**config.mk**
```make
export PLATFORM = sky130hd
export DESIGN_NAME = delay_line
export DESIGN_NICKNAME = d
export VERILOG_FILES = /design/src/rtl/delay_line.sv
export SDC_FILE = /design/constraint.sdc
export NUM_CORES = 1
export LEC_CHECK = 0
export BUFFER_PORTS_ARGS = -buffer_cell sky130_fd_sc_hd__buf_4
export CORE_MARGIN = 2
export CORE_UTILIZATION = 30
export DETAILED_ROUTE_END_ITERATION = 8
export GPL_TIMING_DRIVEN = 0
export PLACE_DENSITY = 0.47
export SLEW_MARGIN = 20
export SYNTH_ARGS = -nofsm -noshare
export SYNTH_HDL_FRONTEND = slang
export SYNTH_SLANG_ARGS = --single-unit
```
**constraint.sdc**
```tcl
create_clock -name clk -period 18.5 [get_ports clk]
set_clock_uncertainty 0.1 [all_clocks]
set_input_delay 1.85 -clock clk [delete_from_list [all_inputs] [get_ports clk]]
set_output_delay 1.85 -clock clk [all_outputs]
set_load 0.01 [all_outputs]
```
**src/rtl/delay_line.sv**
```systemverilog
// Programmable-depth delay line for valid-tagged words, with hold, flush on
// re-programming, occupancy count and an out-of-range selection flag.
module delay_line #(
  parameter  int WIDTH         = 32,
  parameter  int MAX_DELAY     = 8,
  parameter  int DEFAULT_DELAY = 1,
  localparam int SW            = $clog2(MAX_DELAY + 1)
) (
  input  logic             clk,
  input  logic             reset,
  input  logic             hold,
  input  logic             in_valid,
  input  logic [WIDTH-1:0] in_data,
  input  logic [SW-1:0]    delay_sel,
  output logic             out_valid,
  output logic [WIDTH-1:0] out_data,
  output logic [SW-1:0]    delay_cur,
  output logic [SW-1:0]    pending,
  output logic             sel_err
);

  logic [MAX_DELAY:1] vld;
  logic [WIDTH-1:0]   dat [1:MAX_DELAY];

  logic sel_legal;
  logic reprogram;

  assign sel_legal = (delay_sel != '0) && (delay_sel <= SW'(MAX_DELAY));
  assign reprogram = sel_legal && (delay_sel != delay_cur);

  // A legal change of depth empties the whole line in the same edge, so no
  // sample ever leaves with a delay it was not accepted under.
  always_ff @(posedge clk) begin
    if (reset) begin
      vld       <= '0;
      delay_cur <= SW'(DEFAULT_DELAY);
      sel_err   <= 1'b0;
      for (int k = 1; k <= MAX_DELAY; k++) dat[k] <= '0;
    end else begin
      sel_err <= !sel_legal;
      if (reprogram) begin
        delay_cur <= delay_sel;
        vld       <= '0;
        for (int k = 1; k <= MAX_DELAY; k++) dat[k] <= '0;
      end else if (!hold) begin
        vld[1] <= in_valid;
        dat[1] <= in_valid ? in_data : '0;
        for (int k = MAX_DELAY; k >= 2; k--) begin
          vld[k] <= vld[k-1];
          dat[k] <= dat[k-1];
        end
      end
    end
  end

  // Output tap and occupancy both ignore stages beyond the selected depth.
  always_comb begin
    out_valid = 1'b0;
    out_data  = '0;
    pending   = '0;
    for (int k = 1; k <= MAX_DELAY; k++) begin
      if (SW'(k) == delay_cur) begin
        out_valid = vld[k];
        out_data  = dat[k];
      end
      if (SW'(k) <= delay_cur) pending = pending + SW'(vld[k]);
    end
  end

endmodule
```
==> impl_metrics.yaml, run 1 <==
power:
  intPower_uw: 1052
  comb_power_share: 0.093
  p_per_area_nw_per_um2: 94.74
  clockPowerShare: 0.384
  cellLeakagePower_uw: 0.005874
  p_switching_uw: 325.7
  p_sw_frac: 0.2365
  sequentialPowerShare: 0.523
  ir_drop_mv: 0.06778
critical_path:
  arrival_ps: 7360
  path_class: "reg -> out"
  cp_num_buf_inv: 5
  slowest_stage: "clkbuf_1"
  path_max_fanout: 10
  end_kind: "primary output"
  crit_family: "adder cells"
  crit_required_ps: 16550
  start_kind: "register"
  crit_top_cell: "ha_1"
  cpPeakStageDelay_ps: 530
floorplan:
  core_area_sq_um: 40740
  die_y_um: 206.8
  num_rows: 74
  pin_count: 82
  dieArea_sq_um: 42760
  initial_utilization: 0.3029
  dieWidth_um: 206.8
timing:
  worst_pin_slew_ps: 736.3
  drv_slew: 0
  max_slew_margin: 0.5053
  rsz0062_at_grt: "false"
  fin_crit_sh: 0.5032
  fmax_mhz: 107.4
  fin_crit_ps: 9309
  setup_viol: 0
  hold_violations: 0
  tns_ps: 0
cells_and_area:
  nets: 1123
  area_growth_pct: 17.85
  antenna_cells: 0
  final_util: 0.3569
  drive_gt1_frac: 0.1337
min_path:
  hp-class: "reg -> reg"
grt:
  grt_overflow: 0
  grt_pass1_vias: 7536
  grt_max_degree: 110
  grt_pass1_wl_mm: 46.13
  grt_usage: 0.1431
  antenna_found_initial: 0
placement:
  gp_congestion: 0.7884
  io_buffers: 80
  hpwl_mm: 22.96
logic_synthesis:
  avgSynthCellArea_sq_um: 12.91
  synthesis.area_sq_um: 12340
  ys_warn_count: 0
  synth_cells: 956
  async_flop_share: 0
  synth-edff-count: 256
  syn_nets: 1009
  ys_seq_elements: 269
  synth_ff_type: "edfxtp_1"
  yosysSeqAreaShare: 0.6442
  synth_cell_types: 53
clock_network:
  cts-resized-gates: 0
  cts_tree: "yes"
  cts_setup_buffers: 0
  htree_levels: 1
  clockBufferDepth: 3
  cts_inserted_buffers: 29
  clock_sinks: 269
  ctsHoldBuffers: 0
  root_buffer: "clkbuf_16"
  clk_latency_ps: 540
  clkSlewWorstSetupHoldPaths_ps: 60
routing:
  wl_per_cell_um: 18.74
  wirelength_mm: 30.44
  drt_iter0_markers: 589
  first_pass_iters: 6
  met1Wirelength_mm: 15.02
  vias: 7481
  viasPerCell: 4.607
  antenna_left: 0
  met2_length_mm: 13.67
  top_layer: "met4"
  route.met3.wl_mm: 1.168
  detail_route.drc_violations: 0
run_status:
  status: "completed"
job:
  cap_violations: 0
sequential cells by signal, summed over array words and instances, names as in the netlist:
register,flops
sel_err,1
dat,256
delay_cur,4
vld,8
stage by stage:
| stage | total power [uW] | instance area (sq um) | cells | setup slack, ps | hold WS (ps) |
|---|---|---|---|---|---|
| final | 1377 | 14540 | 1624 | 9191 | 437.7 |
| after global routing | 1435 | 14540 | 1624 | 8770 | 460.0 |
| after CTS | 1395 | 14540 | 1624 | 9058 | 431.9 |
| after detailed placement | 863.9 | 13680 | 1571 | 9672 | 414.2 |
| after global placement | 869.1 | 13600 | 1568 | 7557 | 412.5 |
| after floorplan | 802.8 | 12340 | 956 | 10060 | 378.4 |
layer usage:
metal / vias up / track usage
met2: 172 / 0.2250
li1: 3816 / -
met5: - / 0
met1: 3452 / 0.2115
met4: 0 / 0.03318
met3: 41 / 0.01664
cells by family (layout without fill, tap and decap cells):
family                     count (synthesis)  after routing  share of synthesized area
AOI/OAI and AO/OA                        203            203                     0.1188
xor gates and xnor gates                  15             15                    0.01176
adders and majority gates                 13             13                    0.01318
buffers and inverters                     80            216                    0.02677
DFF                                      269            269                     0.6442
muxes                                     19             19                    0.01592
and+or+nand+nor                          357            357                     0.1695
power groups by stage:
| stage | Clock [uW] | Combinational (uW) | Sequential [uW] |
|---|---|---|---|
| finish | 529 | 128 | 720 |
| global route | 568 | 141 | 725 |
| CTS | 544 | 131 | 721 |
| detailed placement | 0 | 131 | 733 |
| global placement | 0 | 128 | 741 |
| floorplan | 0 | 70.3 | 732 |
placed cells by master (no fill, tap or decap), types with 2 or more instances in the layout:
cell / instances
a211oi_1: 21
a21o_1: 2
a21oi_1: 19
a221o_1: 2
a222oi_1: 21
a22o_1: 30
a22oi_1: 2
and2_1: 226
and3_1: 32
and4bb_2: 2
buf_16: 2
buf_2: 10
buf_4: 81
buf_6: 2
clkbuf_1: 71
clkbuf_16: 29
clkinv_1: 10
clkinv_2: 5
dfxtp_1: 13
edfxtp_1: 256
ha_1: 13
mux2_2: 5
mux2i_1: 14
nand2_1: 46
nand2b_1: 3
nand3_1: 3
nand4_1: 2
nor2_1: 20
nor2b_1: 10
nor3_1: 2
nor3_2: 2
nor3b_1: 2
o21ai_0: 29
o22ai_1: 45
o31ai_1: 22
xnor2_1: 9
xor2_1: 5
layout make-up:
cell class	instances	area (sq um)
Tap cell	532	665.6
Inverter	2	15.01
Multi-Input combinational cell	607	4071
Clock buffer	35	748.2
Fill cell	4068	26200
Sequential cell	269	7948
Clock inverter	18	108.9
Timing Repair Buffer	83	660.6
Buffer	78	322.8
synth_stat cells, drive strengths merged (2+ instances only):
| master | number | area share |
|---|---|---|
| edfxtp | 256 | 0.62 |
| and2 | 226 | 0.11 |
| clkbuf | 65 | 0.020 |
| nand2 | 46 | 0.014 |
| o22ai | 45 | 0.023 |
| and3 | 32 | 0.016 |
| a22o | 30 | 0.021 |
| o21ai | 30 | 0.012 |
| o31ai | 22 | 0.013 |
| a211oi | 21 | 0.013 |
| a222oi | 21 | 0.017 |
| nor2 | 20 | 0.0061 |
| a21oi | 19 | 0.0077 |
| mux2i | 14 | 0.011 |
| buf | 13 | 0.0064 |
| dfxtp | 13 | 0.021 |
| ha | 13 | 0.013 |
| nor2b | 10 | 0.0051 |
| xnor2 | 9 | 0.0064 |
| mux2 | 5 | 0.0046 |
| xor2 | 5 | 0.0035 |
| nor3 | 4 | 0.0020 |
| a22oi | 3 | 0.0029 |
| nand2b | 3 | 0.0015 |
| nand3 | 3 | 0.0012 |
| a21o | 2 | 0.0012 |
| a221o | 2 | 0.0016 |
| and4bb | 2 | 0.0020 |
| inv | 2 | 0.00061 |
| nand4 | 2 | 0.0010 |
| nor3b | 2 | 0.0012 |
| or2 | 2 | 0.0010 |
path summary, 6_finish.rpt:
path | start | to | slack (ps) | cells past startpoint
worst min-delay path | vld[8]$_SDFFE_PP0N_ | vld[8]$_SDFFE_PP0N_ | 440 | 1
worst max-delay path | delay_cur[0]$_SDFFE_PP1P_ | pending[2] | 9190 | 26
worst max register to register | delay_cur[2]$_SDFFE_PP0P_ | dat[0][233]$_SDFFCE_PN0P_ | 15380 | 9
worst min register to register | vld[8]$_SDFFE_PP0N_ | vld[8]$_SDFFE_PP0N_ | 440 | 1
Note: power is estimated with default switching activity, not from simulation.
==> run 2: changes to the inputs <==
--- a/config.mk
+++ b/config.mk
@@ -10,7 +10,7 @@
 export CORE_UTILIZATION = 30
 export DETAILED_ROUTE_END_ITERATION = 8
 export GPL_TIMING_DRIVEN = 0
-export PLACE_DENSITY = 0.47
+export PLACE_DENSITY = 0.49
 export SLEW_MARGIN = 20
 export SYNTH_ARGS = -nofsm -noshare
 export SYNTH_HDL_FRONTEND = slang
==> constraint.sdc (replaced) <==
create_clock -name clk -period 7.8 [get_ports clk]
set_clock_uncertainty 0.1 [all_clocks]
set_input_delay 0.78 -clock clk [delete_from_list [all_inputs] [get_ports clk]]
set_output_delay 0.78 -clock clk [all_outputs]
set_load 0.01 [all_outputs]
==> run 2 against run 1 <==
  * Count of clock-buffer cells in the layout rose by 4
  * Register-to-register slack got worse by 11000 ps
  * Sequential share of layout area up 0.066 points
  * Routed wire length down 2.0%
  * Cell count fell by 0.31%
  * Clock power is 130% higher
  * Hold slack lost 91 ps
  * Design area is 0.12% lower
  * Setup slack got worse by 8900 ps
  * Via count fell by 0.65%
  * Highest routed layer unchanged
==> impl_metrics.yaml, run 2 (synthesis gave the netlist of run 1 again) <==
floorplan:
  num_rows: 74
  dieWidth_um: 206.8
  initial_utilization: 0.3029
  die_y_um: 206.8
  dieArea_sq_um: 42760
  pin_count: 82
  core_area_sq_um: 40740
grt:
  grt_usage: 0.1403
  grt_overflow: 0
  grt_pass1_vias: 7415
  antenna_found_initial: 0
  grt_max_degree: 109
  grt_pass1_wl_mm: 45.26
critical_path:
  arrival_ps: 6580
  end_kind: "primary output"
  cp_num_buf_inv: 4
  crit_top_cell: "ha_1"
  cpPeakStageDelay_ps: 410
  crit_required_ps: 6920
  path_class: "reg -> out"
  start_kind: "register"
  path_max_fanout: 19
  slowest_stage: "o41a_1"
  crit_family: "adder cells"
placement:
  gp_congestion: 0.7916
  hpwl_mm: 22.58
  io_buffers: 80
clock_network:
  clkSlewWorstSetupHoldPaths_ps: 60
  root_buffer: "clkbuf_16"
  clockBufferDepth: 3
  cts_setup_buffers: 0
  clock_sinks: 269
  cts-resized-gates: 4
  htree_levels: 1
  cts_tree: "yes"
  cts_inserted_buffers: 28
  clk_latency_ps: 540
  ctsHoldBuffers: 0
routing:
  vias: 7432
  wl_per_cell_um: 18.42
  wirelength_mm: 29.81
  first_pass_iters: 7
  antenna_left: 0
  detail_route.drc_violations: 0
  drt_iter0_markers: 571
  viasPerCell: 4.590
job:
  cap_violations: 0
cells_and_area:
  n_fill_cell: 4035
  largest_reg_flops: 256
  area_growth_pct: 17.71
  drive_gt1_frac: 0.1381
  final_common_cell: "edfxtp_1"
  nets: 1118
  regMostFlops: "dat"
  mostFrequentLayoutCells: "edfxtp_1 (256), and2_1 (226), buf_4 (81)"
  top_regs: "dat: 256 flops, vld: 8 flops, delay_cur: 4 flops"
timing:
  fmax_mhz: 134.0
  drv_slew: 0
  worst_pin_slew_ps: 820.3
  hold_ws_ps: 347.1
  hold_violations: 0
  rsz0062_at_grt: "false"
  fin_crit_ps: 7463
  fin_crit_sh: 0.9568
  setup_viol: 0
  max_slew_margin: 0.4489
power:
  fin_total_pwr_uw: 3239
  ir_drop_mv: 0.1530
  cellLeakagePower_uw: 0.005877
  p_per_area_nw_per_um2: 223.1
min_path:
  hp-class: "in -> reg"
run_status:
  status: "completed"
run 2: cell types whose count changed in the layout (fill, tap and decap cells not counted), sizes merged:
cell | previous run | this run
clkbuf | 100 | 98
diode | 0 | 1
bufinv | 1 | 0
clkinv | 16 | 11
buf | 96 | 98
run 2: path summary, 6_finish.rpt:
| path | slack (ps) | from | cells past startpoint | end |
|---|---|---|---|---|
| min | 350 | reset | 2 | delay_cur[2]$_SDFFE_PP0P_ |
| max | 340 | delay_cur[0]$_SDFFE_PP1P_ | 25 | pending[2] |
| min reg2reg | 430 | vld[8]$_SDFFE_PP0N_ | 1 | vld[8]$_SDFFE_PP0N_ |
| max reg2reg | 4620 | delay_cur[2]$_SDFFE_PP0P_ | 9 | dat[0][234]$_SDFFCE_PN0P_ |
run 2: through the flow:
step	TNS, ps	util	cell area, sq um	instances	setup WS, ps
floorplan	0	-	12340	956	434.6
global placement	-496060	0.3339	13600	1568	-1967
detailed placement	0	0.3359	13680	1571	4.177
CTS	0	0.3565	14520	1620	14.05
global route	0	0.3564	14520	1618	22.36
finish	0	0.3565	14520	1619	337.1
run 2: final cells by class:
type | instances | area (sq um) | area share
antenna | 1 | 2.502 | 0.0001723
buffer | 74 | 321.6 | 0.02214
clock buffer | 39 | 783.3 | 0.05393
clock inverter | 12 | 55.05 | 0.003791
inverter | 2 | 15.01 | 0.001034
multi-input combinational | 607 | 4071 | 0.2803
sequential | 269 | 7948 | 0.5473
tap | 532 | 665.6 | 0.04583
timing repair buffer | 83 | 660.6 | 0.04549
run 2: per-layer routing:
metal  up-vias  global-route usage  wire length (um)
li1       3803                   -                 -
met1      3448              0.2048             14390
met2       148              0.2207             13580
met3        33             0.01680              1295
met4         0             0.03749               544
met5         -                   0                 0
run 2: where the power goes:
group	internal (uW)	switching, uW	total, uW
combinational	115	187	302
clock	695	535	1230
sequential	1670	38.4	1710
